**src/rtl/img_stream_loader.sv**
```systemverilog
// img_stream_loader: accepts a valid/ready pixel stream, writes one frame into the
// image memory in raster order, then hands the frame to the median-filter engine
// (ready/busy) and waits for it to finish before taking the next frame.
module img_stream_loader #(
    parameter int ADDR_W     = 14,
    parameter int DATA_W     = 8,
    parameter int IMG_PIXELS = 16384,
    parameter int CNT_W      = 8
) (
    input  logic              clk,
    input  logic              reset,
    input  logic              s_valid,
    output logic              s_ready,
    input  logic [DATA_W-1:0] s_data,
    input  logic              s_sof,
    input  logic              s_eof,
    output logic              img_we,
    output logic [ADDR_W-1:0] img_addr,
    output logic [DATA_W-1:0] img_wdata,
    output logic              mfe_ready,
    input  logic              mfe_busy,
    output logic              frame_done,
    output logic              frame_err,
    output logic [CNT_W-1:0]  frame_cnt
);

    localparam logic [ADDR_W-1:0] LAST_IDX = ADDR_W'(IMG_PIXELS - 1);

    typedef enum logic [2:0] {
        ST_IDLE,
        ST_FILL,
        ST_HANDOFF,
        ST_RUN,
        ST_DONE
    } state_t;

    state_t            state_q, state_d;
    logic [ADDR_W-1:0] cnt_q, cnt_d;
    logic              img_we_q, img_we_d;
    logic [ADDR_W-1:0] img_addr_q, img_addr_d;
    logic [DATA_W-1:0] img_wdata_q, img_wdata_d;
    logic              mfe_ready_q, mfe_ready_d;
    logic              frame_done_q, frame_done_d;
    logic              frame_err_q, frame_err_d;
    logic [CNT_W-1:0]  frame_cnt_q, frame_cnt_d;

    // Per-beat decode shared by IDLE and FILL
    logic              accept_st;
    logic              beat;
    logic              pix_take;
    logic [ADDR_W-1:0] pix_idx;

    // Ready only while collecting pixels; held low while reset is applied
    assign accept_st = (state_q == ST_IDLE) || (state_q == ST_FILL);
    assign s_ready   = accept_st & ~reset;
    assign beat      = s_valid & s_ready;

    // Next-state, pixel write and status pulses
    always_comb begin
        state_d      = state_q;
        cnt_d        = cnt_q;
        img_we_d     = 1'b0;
        img_addr_d   = img_addr_q;
        img_wdata_d  = img_wdata_q;
        mfe_ready_d  = 1'b0;
        frame_done_d = 1'b0;
        frame_err_d  = 1'b0;
        frame_cnt_d  = frame_cnt_q;
        pix_take     = 1'b0;
        pix_idx      = '0;

        unique case (state_q)
            ST_IDLE, ST_FILL: begin
                if (beat) begin
                    // sof always (re)starts at pixel 0; a sof inside a partly
                    // filled frame is a framing error but the beat is kept
                    if (s_sof) begin
                        pix_take = 1'b1;
                        pix_idx  = '0;
                        if ((state_q == ST_FILL) && (cnt_q != '0))
                            frame_err_d = 1'b1;
                    end else if (state_q == ST_FILL) begin
                        pix_take = 1'b1;
                        pix_idx  = cnt_q;
                    end

                    if (pix_take) begin
                        img_we_d    = 1'b1;
                        img_addr_d  = pix_idx;
                        img_wdata_d = s_data;
                        if (s_eof && (pix_idx == LAST_IDX)) begin
                            state_d = ST_HANDOFF;
                            cnt_d   = '0;
                        end else if (s_eof || (pix_idx == LAST_IDX)) begin
                            // early eof or missing eof: drop the frame
                            frame_err_d = 1'b1;
                            state_d     = ST_IDLE;
                            cnt_d       = '0;
                        end else begin
                            state_d = ST_FILL;
                            cnt_d   = pix_idx + ADDR_W'(1);
                        end
                    end
                end
            end

            ST_HANDOFF: begin
                // ready is held until the filter reports busy
                if (mfe_busy) state_d = ST_RUN;
                else          mfe_ready_d = 1'b1;
            end

            ST_RUN: begin
                if (!mfe_busy) begin
                    state_d      = ST_DONE;
                    frame_done_d = 1'b1;
                    frame_cnt_d  = frame_cnt_q + CNT_W'(1);
                end
            end

            ST_DONE: begin
                state_d = ST_IDLE;
                cnt_d   = '0;
            end

            default: state_d = ST_IDLE;
        endcase
    end

    // State and registered outputs; reset drops any partial frame
    always_ff @(posedge clk or posedge reset) begin
        if (reset) begin
            state_q      <= ST_IDLE;
            cnt_q        <= '0;
            img_we_q     <= 1'b0;
            img_addr_q   <= '0;
            img_wdata_q  <= '0;
            mfe_ready_q  <= 1'b0;
            frame_done_q <= 1'b0;
            frame_err_q  <= 1'b0;
            frame_cnt_q  <= '0;
        end else begin
            state_q      <= state_d;
            cnt_q        <= cnt_d;
            img_we_q     <= img_we_d;
            img_addr_q   <= img_addr_d;
            img_wdata_q  <= img_wdata_d;
            mfe_ready_q  <= mfe_ready_d;
            frame_done_q <= frame_done_d;
            frame_err_q  <= frame_err_d;
            frame_cnt_q  <= frame_cnt_d;
        end
    end

    assign img_we     = img_we_q;
    assign img_addr   = img_addr_q;
    assign img_wdata  = img_wdata_q;
    assign mfe_ready  = mfe_ready_q;
    assign frame_done = frame_done_q;
    assign frame_err  = frame_err_q;
    assign frame_cnt  = frame_cnt_q;

endmodule
```
**config.mk**
```make
export PLATFORM = sky130hd
export DESIGN_NAME = img_stream_loader
export DESIGN_NICKNAME = d
export VERILOG_FILES = /design/src/rtl/img_stream_loader.sv
export SDC_FILE = /design/constraint.sdc
export NUM_CORES = 1
export LEC_CHECK = 0
export BUFFER_PORTS_ARGS = -buffer_cell sky130_fd_sc_hd__buf_2
export CORE_AREA = 2 2 81 83
export DETAILED_ROUTE_END_ITERATION = 10
export DIE_AREA = 0 0 83 85
export GPL_TIMING_DRIVEN = 0
export PLACE_DENSITY = 0.73
export SLEW_MARGIN = 15
export SYNTH_ARGS = -nofsm -noshare
export SYNTH_HDL_FRONTEND = slang
export SYNTH_SLANG_ARGS = --single-unit
```
**constraint.sdc**
```tcl
create_clock -name clk -period 2.15 [get_ports clk]
set_input_delay 0.1075 -clock clk [delete_from_list [all_inputs] [get_ports clk]]
set_output_delay 0.1075 -clock clk [all_outputs]
set_load 0.005 [all_outputs]
```
==> flow_metrics.env <==
export IMPL_powerDensity_nw_per_um2=598.0
export IMPL_hp_class="input pin to flop"
export IMPL_end_kind="flop"
export IMPL_clk_pin_slew_ns=0.09
export IMPL_initial_core_util_pct=38.31
export IMPL_ff2ff_path_depth=11
export IMPL_max_stage_delay_ns=0.43
export IMPL_synth_compound_area_share_pct=10.58
export IMPL_synth_nets=262
export IMPL_total_power_uw=1907
export IMPL_design_area_um2=3189
export IMPL_synth_warnings=0
export IMPL_cts_root_buf="clkbuf_8"
export IMPL_finalHoldViolCount=0
export IMPL_synth_cell_types=40
export IMPL_synth_cells=246
export IMPL_clock_skew_ns=0.01309
export IMPL_multi_input_area_um2=1111
export IMPL_coreArea_um2=6205
export IMPL_synth_edf_count=0
export IMPL_h_tree_depth=2
export IMPL_drv_max_cap_violation_count=0
export IMPL_dieArea_um2=7055
export IMPL_cts_tree="built"
export IMPL_slowest_stage="dfrtp_1"
export IMPL_syn_area_um2=2377
export IMPL_ys_seq_area_share_pct=53.68
export IMPL_grt_max_degree=27
export IMPL_gp_congestion=0.8916
export IMPL_fp_dieW_um=83
export IMPL_grtUsageTotal_pct=18.02
export IMPL_rsz0062_at_grt="yes"
export IMPL_dr_pass1_iters=4
export IMPL_routed_wl_mm=6.269
export IMPL_final_cell_mix="65 x nand2_1, 51 x dfrtp_1, 50 x buf_2"
export IMPL_period_minus_slack_ns=2.374
export IMPL_clock_sinks=51
export IMPL_path_max_fanout=7
export IMPL_reg2reg_setup_slack_ns=-0.22
export IMPL_status="finished, violations left"
export IMPL_synth_seq_cells=51
export IMPL_worstPathRequired_ns=2.32
export IMPL_grt_antenna_before_repair=0
export IMPL_setup_viol=17
export IMPL_drive_gt1_share_pct=33.93
export IMPL_worstSetupPathType="flop to flop"
export IMPL_synthAdderAreaFrac_pct=1.053
export IMPL_synth_avg_cell_area_um2=9.664
export IMPL_viasPerCell=5.273
export IMPL_die_y_um=85
export IMPL_synthArstFlopShare_pct=100.0
export IMPL_relSlewSlack_pct=51.78
export IMPL_crit_path_cell_trace="nor4b_4, nand2_1, inv_2, ha_4, nand3_4, nor4_4, buf_4, a21oi_4, buf_6, a21oi_2, a31oi_1"
export IMPL_setup_ws_ns=-0.2237
export IMPL_syn2layout_area_growth_pct=34.16
export IMPL_grt_pass1_vias=2132
export IMPL_final_nets=348
export IMPL_synthXorXnorAreaFrac_pct=3.684
export IMPL_diodes=0
export IMPL_post_drt_wl_per_cell_um=15.29
export IMPL_drc=0
export IMPL_antenna_left=0
export IMPL_final_common_cell="nand2_1"
export IMPL_io_pins=49
export IMPL_worst_skew_pair_late_latency_ns=0.31
export IMPL_fin_cells=410
export IMPL_worst_ep_arrival_time_ns=2.55
export IMPL_rows=29
export IMPL_yosys_most_used_dff="dfrtp_1"
export IMPL_numCtsBuffers=5
export IMPL_grt_pass1_wl_mm=10.32
export IMPL_place_area_um2=2743
export IMPL_drt_iter0_drc=134
export IMPL_final_core_util_pct=51.40
export IMPL_synth_top_family_by_area="simple AND/OR/NAND/NOR gates"
export IMPL_cts_buffer_depth=2
export IMPL_synthMuxAreaShare_pct=1.789
export IMPL_slew_violations=0
export IMPL_start_kind="flop"
export IMPL_dp_cells=371
export IMPL_fmax_ghz=0.4213
export IMPL_tightest_slew_ns=0.7206
export IMPL_min_path_cells=3
export IMPL_register_area_um2=1276
export IMPL_dp_slack_ns=-0.6564
export IMPL_fillCellCount=556
export IMPL_io_buffers=48
export IMPL_vdd_drop_max_uv=451.1
export IMPL_dp_hpwl_mm=3.709
export IMPL_via_count=2162
export IMPL_power_leakage_uw=0.001583
export IMPL_grt_remaining_overflow=0
export IMPL_yosys_area_share_simple_pct=25.74
export IMPL_min_period_over_period_pct=110.4
export IMPL_violations="negative setup slack"
[area by class of cell]
class                      instances  share of cell area [%]
timing repair buffer              79                   16.36
buffer                            12                   1.922
multi-input combinational        178                   34.84
tap                               77                   3.021
clock inverter                     2                  0.4315
timing repair inverter             1                  0.2354
inverter                           4                  0.5885
clock buffer                       6                   2.589
sequential                        51                   40.02
[per-stage QoR]
stage,hold slack [ns],TNS [ns]
3_5_place_dp,0.3017,-22.31
3_3_place_gp,0.2980,-19.96
5_1_grt,0.1177,-4.419
6_report,0.1153,-2.540
2_1_floorplan,0.1604,-1.986
4_1_cts,0.1122,-1.537
[critical path: cells and delay by family, from the launching register on]
family          cells  cell delay (ns)
simple gates        4             0.93
buf+inv             3             0.45
flops               1             0.43
compound gates      3             0.28
fa+ha+maj           1             0.15
[routing by layer]
layer / vias up / global-route usage [%] / wire, µm
li1: 1026 / - / -
met1: 1030 / 22.45 / 2636
met2: 96 / 29.69 / 2996
met3: 10 / 4.864 / 524
met4: 0 / 7.750 / 112
met5: - / 0 / 0
[report_power, final]
| group | switching, µW | internal, µW |
|---|---|---|
| Clock | 327 | 264 |
| Combinational | 158 | 126 |
| Sequential | 28.8 | 1000 |
[synth_stat cells (2+ instances only)]
cell type	n	area, µm²
a21oi_1	6	30.03
a21oi_2	3	26.28
a31oi_1	4	25.02
and2_1	2	12.51
and3_1	2	12.51
and4bb_2	2	25.02
buf_2	3	15.01
buf_6	2	22.52
clkbuf_1	8	30.03
dfrtp_1	51	1276
ha_1	2	25.02
inv_1	4	15.01
mux2_2	2	22.52
mux2i_1	2	20.02
nand2_1	67	251.5
nand3_1	8	40.04
nand3b_1	2	15.01
nand4_1	10	62.56
nor2_1	11	41.29
nor3_1	2	10.01
nor4_1	4	25.02
o21ai_0	23	115.1
xnor2_1	5	43.79
xor2_1	5	43.79
[sequential cells by signal (all words and copies together) (netlist names)]
signal / count
cnt_q: 14
frame_cnt: 8
frame_done: 1
frame_err: 1
img_addr: 14
img_wdata: 8
img_we: 1
mfe_ready: 1
state_q: 3
[path summary, 6_finish.rpt]
check,endpoint,from
worst max-delay path,cnt_q[9],state_q[2]
worst min-delay path,frame_err,s_sof
worst max register to register,cnt_q[9],state_q[2]
worst min register to register,img_addr[7],img_addr[7]
max in group asynchronous,frame_cnt[6],reset
min in group asynchronous,img_wdata[1],reset
[cells by family (layout without fill, tap and decap cells)]
kind of cell    count (synthesis)  after routing
buf+inv                        17            104
xor+xnor                       10             10
mux                             4              4
simple gates                  120            120
compound gates                 42             42
fa+ha+maj                       2              2
flops                          51             51
[what timing repair did]
item                                   in CTS  in global routing
pin swaps                                  12                  8
setup endpoints to repair                  37                 37
hold buffers                               11                  0
resized for setup                          12                 15
gates cloned                                2                  0
setup buffers                              18                  4
endpoints found under the hold margin      34                  0
(Power assumes the default switching activity.)
